==> src/rtl/boot_pkg.sv <==
// Shared types and widths for the boot copy/verify controller.
package boot_pkg;

    localparam int ADDR_W = 16;
    localparam int WORD_W = 32;

    typedef enum logic [2:0] {
        ST_IDLE   = 3'd0,
        ST_COPY   = 3'd1,
        ST_VERIFY = 3'd2,
        ST_DONE   = 3'd3,
        ST_FAIL   = 3'd4
    } state_t;

endpackage

==> src/rtl/boot_loader_ctrl_ram_port_mux.sv <==
// RAM port arbitration: the sequencer owns address and write enable while busy,
// otherwise the CPU fetch address passes straight through and writes are blocked.
module ram_port_mux
    import boot_pkg::*;
(
    input  logic              busy,
    input  logic [ADDR_W-1:0] fsm_address,
    input  logic [ADDR_W-1:0] cpu_address,
    input  logic              fsm_write,
    output logic [ADDR_W-1:0] ram_address,
    output logic              ram_is_write
);

    assign ram_address  = busy ? fsm_address : cpu_address;
    assign ram_is_write = busy & fsm_write;

endmodule

==> src/rtl/boot_loader_ctrl.sv <==
// Copies COPY_WORDS words from boot ROM into RAM, verifies them, then hands
// fetch over to RAM; reports the first mismatching word index on failure.
module boot_loader_ctrl
    import boot_pkg::*;
#(
    parameter int                COPY_WORDS = 256,
    parameter logic [ADDR_W-1:0] ROM_BASE   = 16'h0000,
    parameter logic [ADDR_W-1:0] RAM_BASE   = 16'h0000
) (
    input  logic              clk,
    input  logic              reset,
    input  logic              start,
    input  logic [ADDR_W-1:0] cpu_ram_address,
    output logic [ADDR_W-1:0] brom_address,
    input  logic [WORD_W-1:0] brom_value,
    output logic [ADDR_W-1:0] ram_address,
    output logic [WORD_W-1:0] ram_in,
    output logic              ram_is_write,
    input  logic [WORD_W-1:0] ram_value,
    output logic              execute_from_ram,
    output logic              busy,
    output logic              done,
    output logic              error,
    output logic [ADDR_W-1:0] fail_index
);

    state_t            state;
    logic [ADDR_W-1:0] idx;
    logic [ADDR_W-1:0] fsm_address;
    logic              in_copy;
    logic              last_idx;
    logic              word_match;

    // Compare in 32 bits so COPY_WORDS = 65536 terminates at idx = 16'hFFFF.
    assign last_idx   = (32'(idx) == COPY_WORDS - 1);
    assign in_copy    = (state == ST_COPY);
    assign word_match = (ram_value == brom_value);

    // 16-bit sums wrap naturally past 16'hFFFF.
    assign brom_address = ROM_BASE + idx;
    assign fsm_address  = RAM_BASE + idx;
    assign ram_in       = in_copy ? brom_value : '0;

    ram_port_mux u_ram_port_mux (
        .busy         (busy),
        .fsm_address  (fsm_address),
        .cpu_address  (cpu_ram_address),
        .fsm_write    (in_copy),
        .ram_address  (ram_address),
        .ram_is_write (ram_is_write)
    );

    // NOTE: state and registered outputs use non-blocking assignments and an
    // asynchronous reset, so a mid-copy reset kills ram_is_write without a clock.
    always_ff @(posedge clk or posedge reset) begin
        if (reset) begin
            state            <= ST_IDLE;
            idx              <= '0;
            busy             <= 1'b0;
            done             <= 1'b0;
            error            <= 1'b0;
            execute_from_ram <= 1'b0;
            fail_index       <= '0;
        end else begin
            case (state)
                ST_IDLE, ST_DONE, ST_FAIL: begin
                    if (start) begin
                        state            <= ST_COPY;
                        idx              <= '0;
                        busy             <= 1'b1;
                        done             <= 1'b0;
                        error            <= 1'b0;
                        execute_from_ram <= 1'b0;
                        fail_index       <= '0;
                    end
                end
                ST_COPY: begin
                    if (last_idx) begin
                        state <= ST_VERIFY;
                        idx   <= '0;
                    end else begin
                        idx <= idx + 16'd1;
                    end
                end
                ST_VERIFY: begin
                    if (!word_match) begin
                        state      <= ST_FAIL;
                        fail_index <= idx;
                        busy       <= 1'b0;
                        error      <= 1'b1;
                    end else if (last_idx) begin
                        state            <= ST_DONE;
                        busy             <= 1'b0;
                        done             <= 1'b1;
                        execute_from_ram <= 1'b1;
                    end else begin
                        idx <= idx + 16'd1;
                    end
                end
                default: begin
                    state <= ST_IDLE;
                    busy  <= 1'b0;
                end
            endcase
        end
    end

endmodule
==> config.mk <==
export PLATFORM = sky130hd
export DESIGN_NAME = boot_loader_ctrl
export DESIGN_NICKNAME = d
export VERILOG_FILES = /design/src/rtl/boot_pkg.sv /design/src/rtl/boot_loader_ctrl_ram_port_mux.sv /design/src/rtl/boot_loader_ctrl.sv
export SDC_FILE = /design/constraint.sdc
export NUM_CORES = 1
export LEC_CHECK = 0
export BUFFER_PORTS_ARGS = -buffer_cell sky130_fd_sc_hd__buf_2
export CORE_MARGIN = 5
export CORE_UTILIZATION = 48
export DETAILED_ROUTE_END_ITERATION = 10
export PLACE_DENSITY_LB_ADDON = 0.3
export SLEW_MARGIN = 10
export SYNTH_ARGS = -nofsm -noshare
export SYNTH_HDL_FRONTEND = slang
export SYNTH_SLANG_ARGS = --single-unit
==> constraint.sdc <==
create_clock -name clk -period 5 [get_ports clk]
set_input_delay 0.75 -clock clk [delete_from_list [all_inputs] [get_ports clk]]
set_output_delay 0.75 -clock clk [all_outputs]
set_load 0.05 [all_outputs]
==> reports/metrics.yaml, run 1 <==
clock_network:
  clk_pin_slew_ps: 70
  cts_buffers: 5
  post_cts_resized: 0
  ctsLongestPathBuffers: 2
  htreeDepth: 2
  cts_tree: "done"
  cts.sinks: 38
  root_buffer: "clkbuf_8"
  cts_hold_buf: 0
  post-cts-setup-buffers: 0
  clock_latency_ps: 290
setup_path:
  cp.arrival_ps: 2160
  crit_top_cell: "nor2b_1"
  critPathRequiredTime_ps: 4250
  crit_slowest_cell: "dfrtp_1"
  startpoint_type: "flop"
  cp_top_family: "simple AND/OR/NAND/NOR gates"
  crit_type: "flop to output port"
  path_cells: "nor2b_1, nor2b_1, buf_4, and2_1, buf_2"
  max_stage_delay_ps: 470
  crit_buf_inv: 2
  reg2regPathDepth: 6
  endpoint_kind: "output port"
  cp_num_cells: 5
  cp_max_fo: 33
layout:
  fillerInstances: 463
  design_area_um2: 3740
  seq_area_um2: 951
  nets: 571
  drive_above_1_share: 0.408
  diodes: 0
  area_delta_synth_final_pct: 33.5
  multi_input_area_um2: 1730
synth:
  synth_top_flop_cell: "dfrtp_1"
  netlist_top_cells_count: "nand2_1 (41), dfrtp_1 (38), and2_1 (35)"
  yosysSeqAreaShare: 0.339
  synth.most_common_cell: "nand2_1"
  synthCells: 332
  yosysWarnings: 0
  synth.area.top_cells: "dfrtp_1 (34%), xor2_1 (10%), and2_1 (7.8%), mux2_2 (6.4%), nand2_1 (5.5%)"
  ys_ff_latch: 38
  synth_edf_count: 0
  synth_top_area_frac: 0.339
  ys_types: 50
  synth_nets: 416
  ys_async_sr_fraction: 1.00
  netlist_area_um2: 2800
  yosys.area.top_type: "dfrtp_1"
  syn-mean-instance-area_um2: 8.44
placed_design:
  portBuffers: 167
  gp_congestion: 0.879
  dp.final_hpwl_mm: 7.02
  place_area_um2: 3650
sta:
  setup_tns_ps: 0
  grt_setup_unrepaired: "false"
  setup_viol: 0
  worstMarginPinSlew_ps: 849
  fmax_mhz: 344
  fin_crit_ps: 2910
  clock_skew_ps: 3.90
  finalHoldViolCount: 0
  final-max-slew-violation-count: 0
  relSlewSlack: 0.434
  fin_crit_sh: 0.581
global_routing:
  grt_usage: 0.230
  grt_max_degree: 45
  grt_pass1_vias: 3087
  antenna_found_initial: 0
  grt_pass1_wl_mm: 14.0
  overflow: 0
pwr:
  p_leak_nw: 1.93
  p_per_area_nw_per_um2: 605
  power_mw: 2.27
  ir_drop_uv: 338
floorplanning:
  die-width_um: 86.4
  fp.dieH_um: 86.4
  start_util: 0.503
  io_pins: 168
  rows: 27
  core-area_um2: 5570
  die_area_um2: 7470
routing:
  drc: 0
  avgViaCountPerCell: 5.56
  vias: 3112
  avgRoutedWirePerCell_um: 16.0
  drt-total-wl_mm: 8.95
  postRouteAntennaNets: 0
  firstDrtPassIters: 5
  first_iter_violations: 176
status:
  status: "completed"
min_path:
  min_path_type: "flop to flop"
  hold_depth: 1
job:
  cap_violations: 0
sequential cells by signal, indices dropped and copies added (netlist names):
signal,cells
busy,1
idx,16
error,1
done,1
fail_index,16
state,3
cell type report:
class / instances / share of cell area
clock buffer: 7 / 0.0231
clock inverter: 1 / 0.00134
inverter: 6 / 0.00602
multi-input combinational: 266 / 0.462
sequential: 38 / 0.254
tap: 72 / 0.0241
timing repair buffer: 170 / 0.229
layout by cell type (no fill, tap or decap), types with 5 or more instances in the layout:
master and instances:
a21oi_1 11, o21ai_0 21, and2_1 35, mux2_2 16, o311ai_1 5, o31ai_1 6
nand2_1 41, nand3_1 8, dfrtp_1 38, nor4_1 6, inv_1 6, nor3_1 9
nor2_1 16, clkbuf_8 6, buf_2 167, xor2_1 32, nand2b_1 5, nand4_1 6
worst reg2reg max path: stages (launching register included):
cell and delay (ps):
dfrtp_1 510, nor4_1 470, nand4b_1 230, nand2_1 250, nor3_1 100, nor2_1 460
o311ai_0 210
layer usage:
layer  wire length, um  GRT usage  up-vias
li1                  -          -     1492
met1              3420      0.272     1440
met2              4590      0.404      158
met3               769     0.0551       22
met4               174     0.0793        0
met5                 0          0        -
power breakdown:
group          internal (mW)  switching, mW  leakage [nW]
clock                  0.111          0.106        0.0482
combinational          0.408           1.15          1.36
sequential             0.366          0.128         0.517
logic make-up after synthesis:
group           after synthesis  share of synthesized area
fa+ha+maj                     1                    0.00446
xor+xnor                     32                      0.100
mux                          17                     0.0679
flops                        38                      0.339
simple gates                142                      0.271
compound gates               74                      0.174
buf+inv                      28                     0.0437
metrics by stage:
| stage | instances | utilization | hold WS, ps | worst slack, ps |
|---|---|---|---|---|
| final | 560 | 0.671 | 473 | 2090 |
| after global routing | 560 | 0.671 | 516 | 1930 |
| after CTS | 560 | 0.671 | 479 | 2110 |
| after detailed placement | 552 | 0.655 | 462 | 2330 |
| after global placement | 552 | 0.655 | 453 | 2400 |
| after floorplan | 332 | - | 492 | 2420 |
path summary, 6_finish.rpt:
path | slack (ps) | to | start
setup / recovery | 2090 | ram_in[17] | state[0]$_DFFE_PP0P_
hold / removal | 470 | error$_DFFE_PP0P_ | error$_DFFE_PP0P_
setup reg to reg | 2620 | idx[5]$_DFFE_PP0P_ | idx[9]$_DFFE_PP0P_
hold reg to reg | 470 | error$_DFFE_PP0P_ | error$_DFFE_PP0P_
max in group asynchronous | 4100 | idx[12]$_DFFE_PP0P_ | reset
min in group asynchronous | 560 | fail_index[5]$_DFFE_PP0P_ | reset
No activity file was read; power rests on OpenSTA's default activity.
==> run 2, diff against run 1 <==
- CORE_UTILIZATION: 48 -> 44
- clock period: 5 -> 2.82 ns (I/O delays scaled with it)
==> run 2 against run 1 <==
Compared with the run above:
- non-clock buffer count is 6 higher
- cell count grew 2.0%
- die area is 8.0% higher
- via count fell by 1.7%
- hold slack worse by 270 ps
- clock power is 110% higher
- clock skew up 4.8 ps
- clock-buffer cell count unchanged
==> reports/metrics.yaml, run 2 (synthesized netlist as in run 1, its figures left out) <==
status:
  status: "completed"  # unchanged
layout:
  reg.largest.list: "fail_index x16, idx x16, state x3"  # unchanged
  area_delta_synth_final_pct: 35.9  # was 33.5%
  final_common_cell: "buf_2"  # unchanged
  design_area_um2: 3810  # was 3740 um^2
  nets: 577  # was 571
  drive_above_1_share: 0.413  # was 0.408
  mostFrequentLayoutCells: "buf_2 (167), nand2_1 (41), dfrtp_1 (38)"  # unchanged
  diodes: 0  # unchanged
pwr:
  switchingPower_mw: 2.45  # was 1.38 mW
  p_leak_nw: 1.97  # was 1.93 nW
  p_comb_frac: 0.684  # was 0.686
  swShare: 0.597  # was 0.610
  ir_drop_uv: 734  # was 338 uV
  power.internal_mw: 1.66  # was 884 uW
  power_frac_seq: 0.204  # was 0.218
  p_per_area_nw_per_um2: 1080  # was 605 nW/um^2
  power.clock.fraction: 0.112  # was 0.096
setup_path:
  crit_type: "flop to output port"  # unchanged
  cp.arrival_ps: 2190  # was 2160 ps
  endpoint_kind: "output port"  # unchanged
  cp_max_fo: 33  # unchanged
  startpoint_type: "flop"  # unchanged
  critPathRequiredTime_ps: 2400  # was 4250 ps
  crit_slowest_cell: "dfrtp_1"  # unchanged
  max_stage_delay_ps: 470  # about the same
  cp_top_family: "simple AND/OR/NAND/NOR gates"  # unchanged
  path_cells: "nor2b_1, nor2b_1, buf_4, and2_1, buf_2"  # unchanged
  crit_buf_inv: 2  # unchanged
  crit_top_cell: "nor2b_1"  # unchanged
clock_network:
  ctsLongestPathBuffers: 2  # unchanged
  root_buffer: "clkbuf_8"  # unchanged
  clock_latency_ps: 300  # was 290 ps
  post-cts-setup-buffers: 0  # unchanged
  htreeDepth: 2  # unchanged
  cts_tree: "done"  # unchanged
  clk_pin_slew_ps: 80  # was 70 ps
  post_cts_resized: 0  # unchanged
  cts.sinks: 38  # unchanged
  cts_buffers: 5  # unchanged
  cts_hold_buf: 0  # unchanged
sta:
  setup_tns_ps: 0  # unchanged
  worstMarginPinSlew_ps: 765  # was 849 ps
  final-max-slew-violation-count: 0  # unchanged
  fmax_mhz: 383
  setup_viol: 0  # unchanged
  clock_skew_ps: 8.68  # was 3.90 ps
  fin_crit_ps: 2610
  fin_crit_sh: 0.925
  relSlewSlack: 0.490  # was 0.434
  grt_setup_unrepaired: "false"  # unchanged
  finalHoldViolCount: 0  # unchanged
global_routing:
  grt_usage: 0.221  # was 0.230
  overflow: 0  # unchanged
  grt_pass1_wl_mm: 15.0  # was 14.0 mm
  grt_max_degree: 34  # was 45
  antenna_found_initial: 0  # unchanged
  grt_pass1_vias: 3114  # was 3087
floorplanning:
  rows: 29  # was 27
  die_area_um2: 8070  # was 7470 um^2
  io_pins: 168  # unchanged
  start_util: 0.446  # was 0.503
  fp.dieH_um: 89.8  # was 86.4 um
  die-width_um: 89.8  # was 86.4 um
  core-area_um2: 6280  # was 5570 um^2
job:
  cap_violations: 0  # unchanged
routing:
  avgRoutedWirePerCell_um: 15.8  # was 16.0 um
  postRouteAntennaNets: 0  # unchanged
  drt-total-wl_mm: 9.02  # was 8.95 mm
  first_iter_violations: 203  # was 176
  avgViaCountPerCell: 5.36  # was 5.56
  drc: 0  # unchanged
  firstDrtPassIters: 5  # unchanged
  vias: 3059  # was 3112
placed_design:
  dp.final_hpwl_mm: 7.16  # was 7.02 mm
  place_area_um2: 3700  # was 3650 um^2
  portBuffers: 167  # unchanged
  gp_congestion: 0.903  # was 0.879
min_path:
  min_path_type: "input port to async pin"  # was flop to flop
## run 2: final cells by class
type                       instances  area, um^2
timing repair buffer             176         903
clock buffer                       7        76.3
tap                               77        96.3
sequential                        38         951
multi-input combinational        266        1730
fill                             562        2470
clock inverter                     1        30.0
inverter                           6        22.5
## run 2: per-stage QoR
step                 util  worst slack, ps  cells  hold slack (ps)  power [mW]
finish              0.607              210    571              207        4.11
floorplan               -              571    332              492        3.00
global route        0.607             37.3    571              249        4.34
CTS                 0.607              217    571              215        4.12
detailed placement  0.590              338    563              472        3.65
global placement    0.590              357    563              457        3.63
## run 2: worst register-to-register path, stage by stage (launching register included)
cell and delay (ps):
dfrtp_1 560, nand2b_1 130, nor2_1 290, o21a_1 690, buf_4 280, buf_4 170
nand2_1 60, o21ai_0 90
## run 2: power groups by stage
stage          combinational [mW]  clock [mW]  sequential [mW]
3_5_place_dp                 2.81           0            0.848
3_3_place_gp                 2.78           0            0.843
6_report                     2.81       0.459            0.840
4_1_cts                      2.81       0.466            0.837
5_1_grt                      2.98       0.492            0.863
2_1_floorplan                1.95           0             1.05
## run 2: per-layer routing
layer  share of wire  GRT usage  up-vias
met5               0          0        -
met2            0.50      0.382      130
met1            0.40      0.260     1411
met4           0.021     0.0730        0
met3           0.080     0.0643       19
li1                -          -     1499
## run 2: path summary, 6_finish.rpt
| check | slack (ps) | cells past startpoint | start | endpoint |
|---|---|---|---|---|
| worst max-delay path | 210 | 5 | state[0]$_DFFE_PP0P_ | ram_in[0] |
| worst min-delay path | 210 | 2 | reset | idx[8]$_DFFE_PP0P_ |
| worst max register to register | 470 | 7 | state[1]$_DFFE_PP0P_ | fail_index[7]$_DFFE_PP0P_ |
| worst min register to register | 480 | 1 | error$_DFFE_PP0P_ | error$_DFFE_PP0P_ |
| max in group asynchronous | 1950 | 3 | reset | busy$_DFFE_PP0P_ |
| min in group clk | 410 | 2 | start | done$_DFFE_PP0P_ |
